File: src/rtl/multi_digit_code_converter.sv
// Converts a multi-digit 8421 BCD word into 8421, 2421 (Aiken), excess-3 or Gray code.
// Conversion runs one digit per clock. Input and output use valid/ready handshakes.
module multi_digit_code_converter #(
    parameter int DIGITS = 4
) (
    input  logic                  clk,
    input  logic                  rst_n,
    input  logic                  in_valid,
    output logic                  in_ready,
    input  logic [4*DIGITS-1:0]   in_data,
    input  logic [1:0]            in_mode,
    output logic                  out_valid,
    input  logic                  out_ready,
    output logic [4*DIGITS-1:0]   out_data,
    output logic [DIGITS-1:0]     out_err,
    output logic                  busy
);

    localparam int IDX_W = (DIGITS > 1) ? $clog2(DIGITS) : 1;
    localparam logic [IDX_W-1:0] LAST_IDX = IDX_W'(DIGITS - 1);

    typedef enum logic [1:0] {
        IDLE = 2'd0,
        CONV = 2'd1,
        DONE = 2'd2
    } state_t;

    state_t                state_q, state_d;
    logic [IDX_W-1:0]      idx_q, idx_d;
    logic [4*DIGITS-1:0]   data_q, data_d;
    logic [1:0]            mode_q, mode_d;
    logic [4*DIGITS-1:0]   out_data_q, out_data_d;
    logic [DIGITS-1:0]     out_err_q, out_err_d;

    logic [3:0]            cur_digit;
    logic [4:0]            cur_conv;

    // Returns {err, code}. Any non-BCD digit yields code 0000 and err set.
    function automatic logic [4:0] conv_digit(input logic [3:0] d, input logic [1:0] m);
        logic [3:0] code;
        if (d > 4'd9) begin
            return 5'b1_0000;
        end
        case (m)
            2'd1:    code = (d < 4'd5) ? d : d + 4'd6;
            2'd2:    code = d + 4'd3;
            2'd3:    code = d ^ (d >> 1);
            default: code = d;
        endcase
        return {1'b0, code};
    endfunction

    // NOTE: every variable written here gets a default first, so no latch is inferred.
    always_comb begin
        state_d    = state_q;
        idx_d      = idx_q;
        data_d     = data_q;
        mode_d     = mode_q;
        out_data_d = out_data_q;
        out_err_d  = out_err_q;

        cur_digit = '0;
        for (int i = 0; i < DIGITS; i++) begin
            if (idx_q == IDX_W'(i)) cur_digit = data_q[4*i +: 4];
        end
        cur_conv = conv_digit(cur_digit, mode_q);

        case (state_q)
            IDLE: begin
                if (in_valid) begin
                    data_d     = in_data;
                    mode_d     = in_mode;
                    idx_d      = '0;
                    out_data_d = '0;
                    out_err_d  = '0;
                    state_d    = CONV;
                end
            end
            CONV: begin
                for (int i = 0; i < DIGITS; i++) begin
                    if (idx_q == IDX_W'(i)) begin
                        out_data_d[4*i +: 4] = cur_conv[3:0];
                        out_err_d[i]         = cur_conv[4];
                    end
                end
                if (idx_q == LAST_IDX) state_d = DONE;
                else                   idx_d   = idx_q + IDX_W'(1);
            end
            DONE: begin
                if (out_ready) state_d = IDLE;
            end
            default: state_d = IDLE;
        endcase
    end

    // NOTE: sequential state uses non-blocking assignments so all flops update together.
    always_ff @(posedge clk or negedge rst_n) begin
        if (!rst_n) begin
            state_q    <= IDLE;
            idx_q      <= '0;
            data_q     <= '0;
            mode_q     <= '0;
            out_data_q <= '0;
            out_err_q  <= '0;
        end else begin
            state_q    <= state_d;
            idx_q      <= idx_d;
            data_q     <= data_d;
            mode_q     <= mode_d;
            out_data_q <= out_data_d;
            out_err_q  <= out_err_d;
        end
    end

    assign in_ready  = (state_q == IDLE);
    assign busy      = (state_q != IDLE);
    assign out_valid = (state_q == DONE);
    assign out_data  = out_data_q;
    assign out_err   = out_err_q;

endmodule

File: config.mk
export PLATFORM = sky130hd
export DESIGN_NAME = multi_digit_code_converter
export DESIGN_NICKNAME = d
export VERILOG_FILES = /design/src/rtl/multi_digit_code_converter.sv
export SDC_FILE = /design/constraint.sdc
export NUM_CORES = 1
export LEC_CHECK = 0
export ABC_AREA = 1
export BUFFER_PORTS_ARGS = -buffer_cell sky130_fd_sc_hd__buf_2
export CAP_MARGIN = 20
export CORE_MARGIN = 10
export CORE_UTILIZATION = 47
export CTS_CLUSTER_SIZE = 12
export DETAILED_ROUTE_END_ITERATION = 10
export PLACE_DENSITY = 0.79
export SLEW_MARGIN = 20
export SYNTH_ARGS = -nofsm -noshare
export SYNTH_HDL_FRONTEND = slang
export SYNTH_SLANG_ARGS = --single-unit
File: constraint.sdc
create_clock -name clk -period 5.3 [get_ports clk]
set_input_delay 1.06 -clock clk [delete_from_list [all_inputs] [get_ports clk]]
set_output_delay 1.06 -clock clk [all_outputs]
set_load 0.05 [all_outputs]
==> results.toml, run 1 <==
[global_route]
grt_pass1_vias = 1988
grt_antenna_before_repair = 0
grt_max_degree = 43
grt-ovfl-total = 0
grt_pass1_wl_mm = 8.94
grt.total_usage_pct = 14.2

[timing]
finalMaxSlewViolations = 0
worst_pin_slew_ps = 927
layout_min_cycle_time_ps = 2590
fin_crit_sh_pct = 48.8
setup_viol = 0
fmax_mhz = 386
hold_violations = 0
setup_tns_ps = 0
fin_worst_skew_ps = 4.34
slew_headroom_pct = 38.2
rsz0062_at_grt = "false"

[hold_path]
min_to = "out_err[0]"
hp-class = "register to register"
holdPathStages = 2
hold_start = "out_err[0]"

[worst_setup_path]
startpoint_type = "register"
crit_required_ps = 5490
crit_type = "register to register"
crit_path_end_kind = "register"
rrSetupSlack_ps = 2710
rr_startpoint = "idx_q[0]"
cp.arrival_ps = 2780
rr_worst_depth = 15
rr_endpoint = "out_data[4]"
cp_max_fo = 8

[logic_synthesis]
synth_ff_type = "dfrtp_1"
yosysTopAreaCell = "dfrtp_1"
synth_nets = 321
synth_area_um2 = 2210
yosysSeqAreaShare_pct = 47.5
syn_avg_cell_area_um2 = 7.72
synthDistinctLibCells = 23
synth-simple-area-share_pct = 30.5
synth_edf_count = 0
synth_compound_area_share_pct = 7.80
syn_inst = 287
synth_adder_area_share_pct = 6.78
yosysWarnings = 0
synthMuxAreaShare_pct = 0
synthXorXnorAreaFrac_pct = 0
yosys.area.top_type_share_pct = 47.5
synth_top_family_by_area = "simple AND/OR/NAND/NOR gates"
synth-seq-cells = 42
synth.area.top_cells = "dfrtp_1 47%, nand2_1 19%, ha_1 6.8%"
synthArstFlopShare_pct = 100

[layout]
n_fill_cell = 436
syn_to_final_growth_pct = 15.6
n_antenna_cell = 0
final-seq-area_um2 = 1050
multi_input_area_um2 = 998
layout-drive-gt1-share_pct = 21.6
nNetsFinal = 366

[clock_tree]
cts_tree = "done"
ctsLongestPathBuffers = 2
h-tree-depth = 2
clock_latency_ps = 290
cts.hold.buffers_added = 0
cts_root_buf = "clkbuf_8"
clock-sinks = 42
cts_resized = 0
path_clk_slew_ps = 80
numCtsBuffers = 5
cts_setup_buffers = 0

[place]
gp_congestion = 0.871
portBuffers = 44
dpl.hpwl_mm = 4.07

[flow_run]
cap_violations = 0

[detailed_routing]
dr.first_iter.drc_count = 158
wirelength_mm = 5.40
vias = 1933
viasPerCell = 5.02
drt.antenna.violating_nets = 0
dr.pass1.iters = 4
wl_per_cell_um = 14.0
drc = 0

[run_status]
outcome = "finished clean"

[die]
core-area_um2 = 4440
start_util_pct = 49.8
rows = 24
die_x_um = 88.6
die-height_um = 88.6
dieArea_um2 = 7860
ios = 45
[cell usage after synthesis, types with 2 or more instances]
| cell | n |
|---|---|
| inv_2 | 4 |
| buf_2 | 4 |
| inv_1 | 30 |
| nand3_1 | 22 |
| ha_1 | 12 |
| nor2_1 | 11 |
| o21ai_1 | 2 |
| a21oi_1 | 9 |
| dfrtp_1 | 42 |
| a21oi_2 | 2 |
| nor2_2 | 5 |
| nand2_2 | 7 |
| o21ai_0 | 14 |
| nand2_1 | 114 |
[cell usage in the layout (no fill, tap or decap), drive strengths merged]
cell type / count
nand2: 122
buf: 44
dfrtp: 42
inv: 35
nand3: 23
o21ai: 16
nor2: 16
ha: 12
a21oi: 11
clkbuf: 7
a221oi: 1
a21o: 1
o211ai: 1
o22ai: 1
clkinv: 1
[logic make-up (layout without fill, tap and decap cells)]
| family | after synthesis | in the layout |
|---|---|---|
| AO/OA/AOI/OAI | 31 | 31 |
| buffers and inverters | 41 | 87 |
| AND/OR/NAND/NOR | 161 | 161 |
| flip-flops | 42 | 42 |
| adder cells (fa/ha/maj) | 12 | 12 |
[critical path, cell delays in order, from the launching register on]
cell and delay [ps]:
dfrtp_1 390, inv_1 90, ha_1 310, a21oi_1 160, nand2_1 70, nand3_1 60
nand2_1 130, inv_1 180, ha_1 190, inv_1 70, a21oi_1 120, a21o_1 120
nand2_1 80, a21oi_1 130, o211ai_1 150, o21ai_0 240
[how the worst max path moves through the flow]
stage	slack, ps	end	depth (start not counted)	from
after floorplan	2960	busy	2	state_q[1]
final	2710	out_data[4]	15	idx_q[0]
after CTS	2760	out_data[4]	15	idx_q[0]
after global placement	2670	out_data[10]	7	in_valid
after detailed placement	2650	out_data[9]	7	in_valid
after global routing	2430	out_data[4]	15	idx_q[0]
[per-stage QoR]
step / setup WS, ps / cell area [µm²] / instances / utilization, % / hold WS (ps)
4_1_cts: 2760 / 2560 / 385 / 57.6 / 483
2_1_floorplan: 2960 / 2210 / 287 / - / 449
5_1_grt: 2430 / 2560 / 385 / 57.6 / 495
6_report: 2710 / 2560 / 385 / 57.6 / 479
3_5_place_dp: 2650 / 2470 / 377 / 55.5 / 464
3_3_place_gp: 2670 / 2470 / 377 / 55.5 / 460
[area by class of cell]
class | instances | share of cell area (%)
Multi-Input combinational cell | 204 | 39.0
Tap cell | 52 | 2.54
Sequential cell | 42 | 41.1
Clock buffer | 7 | 3.37
Timing Repair Buffer | 44 | 8.60
Inverter | 35 | 5.23
Clock inverter | 1 | 0.196
[state kept, by name, indices dropped and copies added, names as in the netlist]
signal and flops:
state_q 2, out_data 16, idx_q 2, data_q 16, out_err 4, mode_q 2
[routing by layer]
metal	GRT usage (%)	part of all wire [%]
met4	4.99	1.8
met3	3.40	5.4
met1	16.8	43
met5	0	0
met2	24.5	50
Power of run 1 is left out: the tool's default activity adds up to more than one toggle a clock period on the data nets, which glitch-free logic cannot reach.
==> run 2: changes to the inputs <==
clock period = 2.7 ns   (was 5.3 ns; I/O delays follow)
==> results.toml, run 2 (synthesized netlist as in run 1, its figures left out) <==
[run_status]
outcome = "finished clean"

[place]
portBuffers = 44
gp_congestion = 0.869
placed_cell_area_um2 = 2480
place_inst = 378
dpl.hpwl_mm = 4.01

[layout]
n_antenna_cell = 0
mostFrequentLayoutCells = "113 x nand2_1, 44 x buf_2, 42 x dfrtp_1"
nNetsFinal = 367
fin_area_um2 = 2590
n_fill_cell = 400
layout.cells.non_filler = 384
finalCoreUtilization_pct = 58.3
final_common_cell = "nand2_1"
layout-drive-gt1-share_pct = 24.1
syn_to_final_growth_pct = 17.0

[clock_tree]
h-tree-depth = 2
clock-sinks = 42
numCtsBuffers = 5
clock_latency_ps = 290
cts_tree = "done"
path_clk_slew_ps = 80
cts_root_buf = "clkbuf_8"
ctsLongestPathBuffers = 2

[detailed_routing]
viasPerCell = 5.01
wirelength_mm = 5.43
wl_met2_mm = 2.68
dr.pass1.iters = 4
wl_per_cell_um = 14.1
vias = 1923
met3_wirelength_um = 330
dr.first_iter.drc_count = 130
drt.antenna.violating_nets = 0
routed.top_layer = "met4"
drc = 0
wirelength_met1_mm = 2.33

[flow_run]
cap_violations = 0

[global_route]
grt_pass1_vias = 2013
grt.total_usage_pct = 14.6
grt_max_degree = 43
grt_antenna_before_repair = 0
grt_pass1_wl_mm = 9.14
grt-ovfl-total = 0

[worst_setup_path]
cp.arrival_ps = 2670
crit_type = "register to register"
startpoint_type = "register"
cp_max_fo = 6
crit_required_ps = 2930
rr_worst_depth = 17
crit_path_end_kind = "register"

[die]
rows = 24
start_util_pct = 49.8
dieArea_um2 = 7860
die_x_um = 88.6
core-area_um2 = 4440
die-height_um = 88.6
ios = 45

[timing]
worst_pin_slew_ps = 903
slew_headroom_pct = 39.8
rsz0062_at_grt = "false"
setup_tns_ps = 0
setup_viol = 0
hold_violations = 0
finalMaxSlewViolations = 0
fin_crit_sh_pct = 90.5
layout_min_cycle_time_ps = 2440
fmax_mhz = 409
fin_worst_skew_ps = 4.33

[hold_path]
hp-class = "input pin to asynchronous set/reset pin"
## run 2: final cells by class
class / count / area, µm² / area share (%)
sequential: 42 / 1050 / 40.6
timing repair buffer: 45 / 228 / 8.79
clock buffer: 6 / 82.6 / 3.19
multi-input combinational: 204 / 1030 / 39.8
tap: 52 / 65.1 / 2.51
inverter: 35 / 134 / 5.17
## run 2: worst max-delay path: stages (launching register included)
cell	delay (ps)
dfrtp_1	440
inv_2	90
ha_2	230
nand2_1	60
nand2_1	60
nand3_1	70
nand2_1	60
nand2_2	130
inv_1	130
ha_1	210
a21oi_1	110
a21o_1	120
nand2_1	80
inv_1	100
o21ai_1	90
nor2_2	220
nand3_1	110
nand2_1	70
## run 2: worst paths after layout
path | from | endpoint | slack, ps
hold reg to reg | out_data[6] | out_data[6] | 480
hold / removal | rst_n | mode_q[1] | 380
max in group asynchronous | rst_n | state_q[0] | 1760
setup reg to reg | idx_q[0] | out_data[3] | 260
min in group clk | in_data[12] | data_q[12] | 440
setup / recovery | idx_q[0] | out_data[3] | 260
## run 2: per-stage QoR
step	hold WS [ps]	setup WS [ps]
3_5_place_dp	465	230
2_1_floorplan	244	528
5_1_grt	441	19.8
3_3_place_gp	462	302
4_1_cts	414	207
6_report	377	256
## run 2: routing by layer
metal | vias up | global-route usage, %
met2 | 53 | 24.3
met4 | 0 | 6.31
li1 | 978 | -
met3 | 7 | 3.31
met5 | - | 0
met1 | 885 | 17.6
## run 2: timing repair
action	4_1_cts	5_1_grt
hold endpoints to repair	0	0
resized for setup	0	11
setup buffers	0	0
hold buffers	0	0
setup endpoints to repair	0	16
Power of run 2 is left out for the same reason.
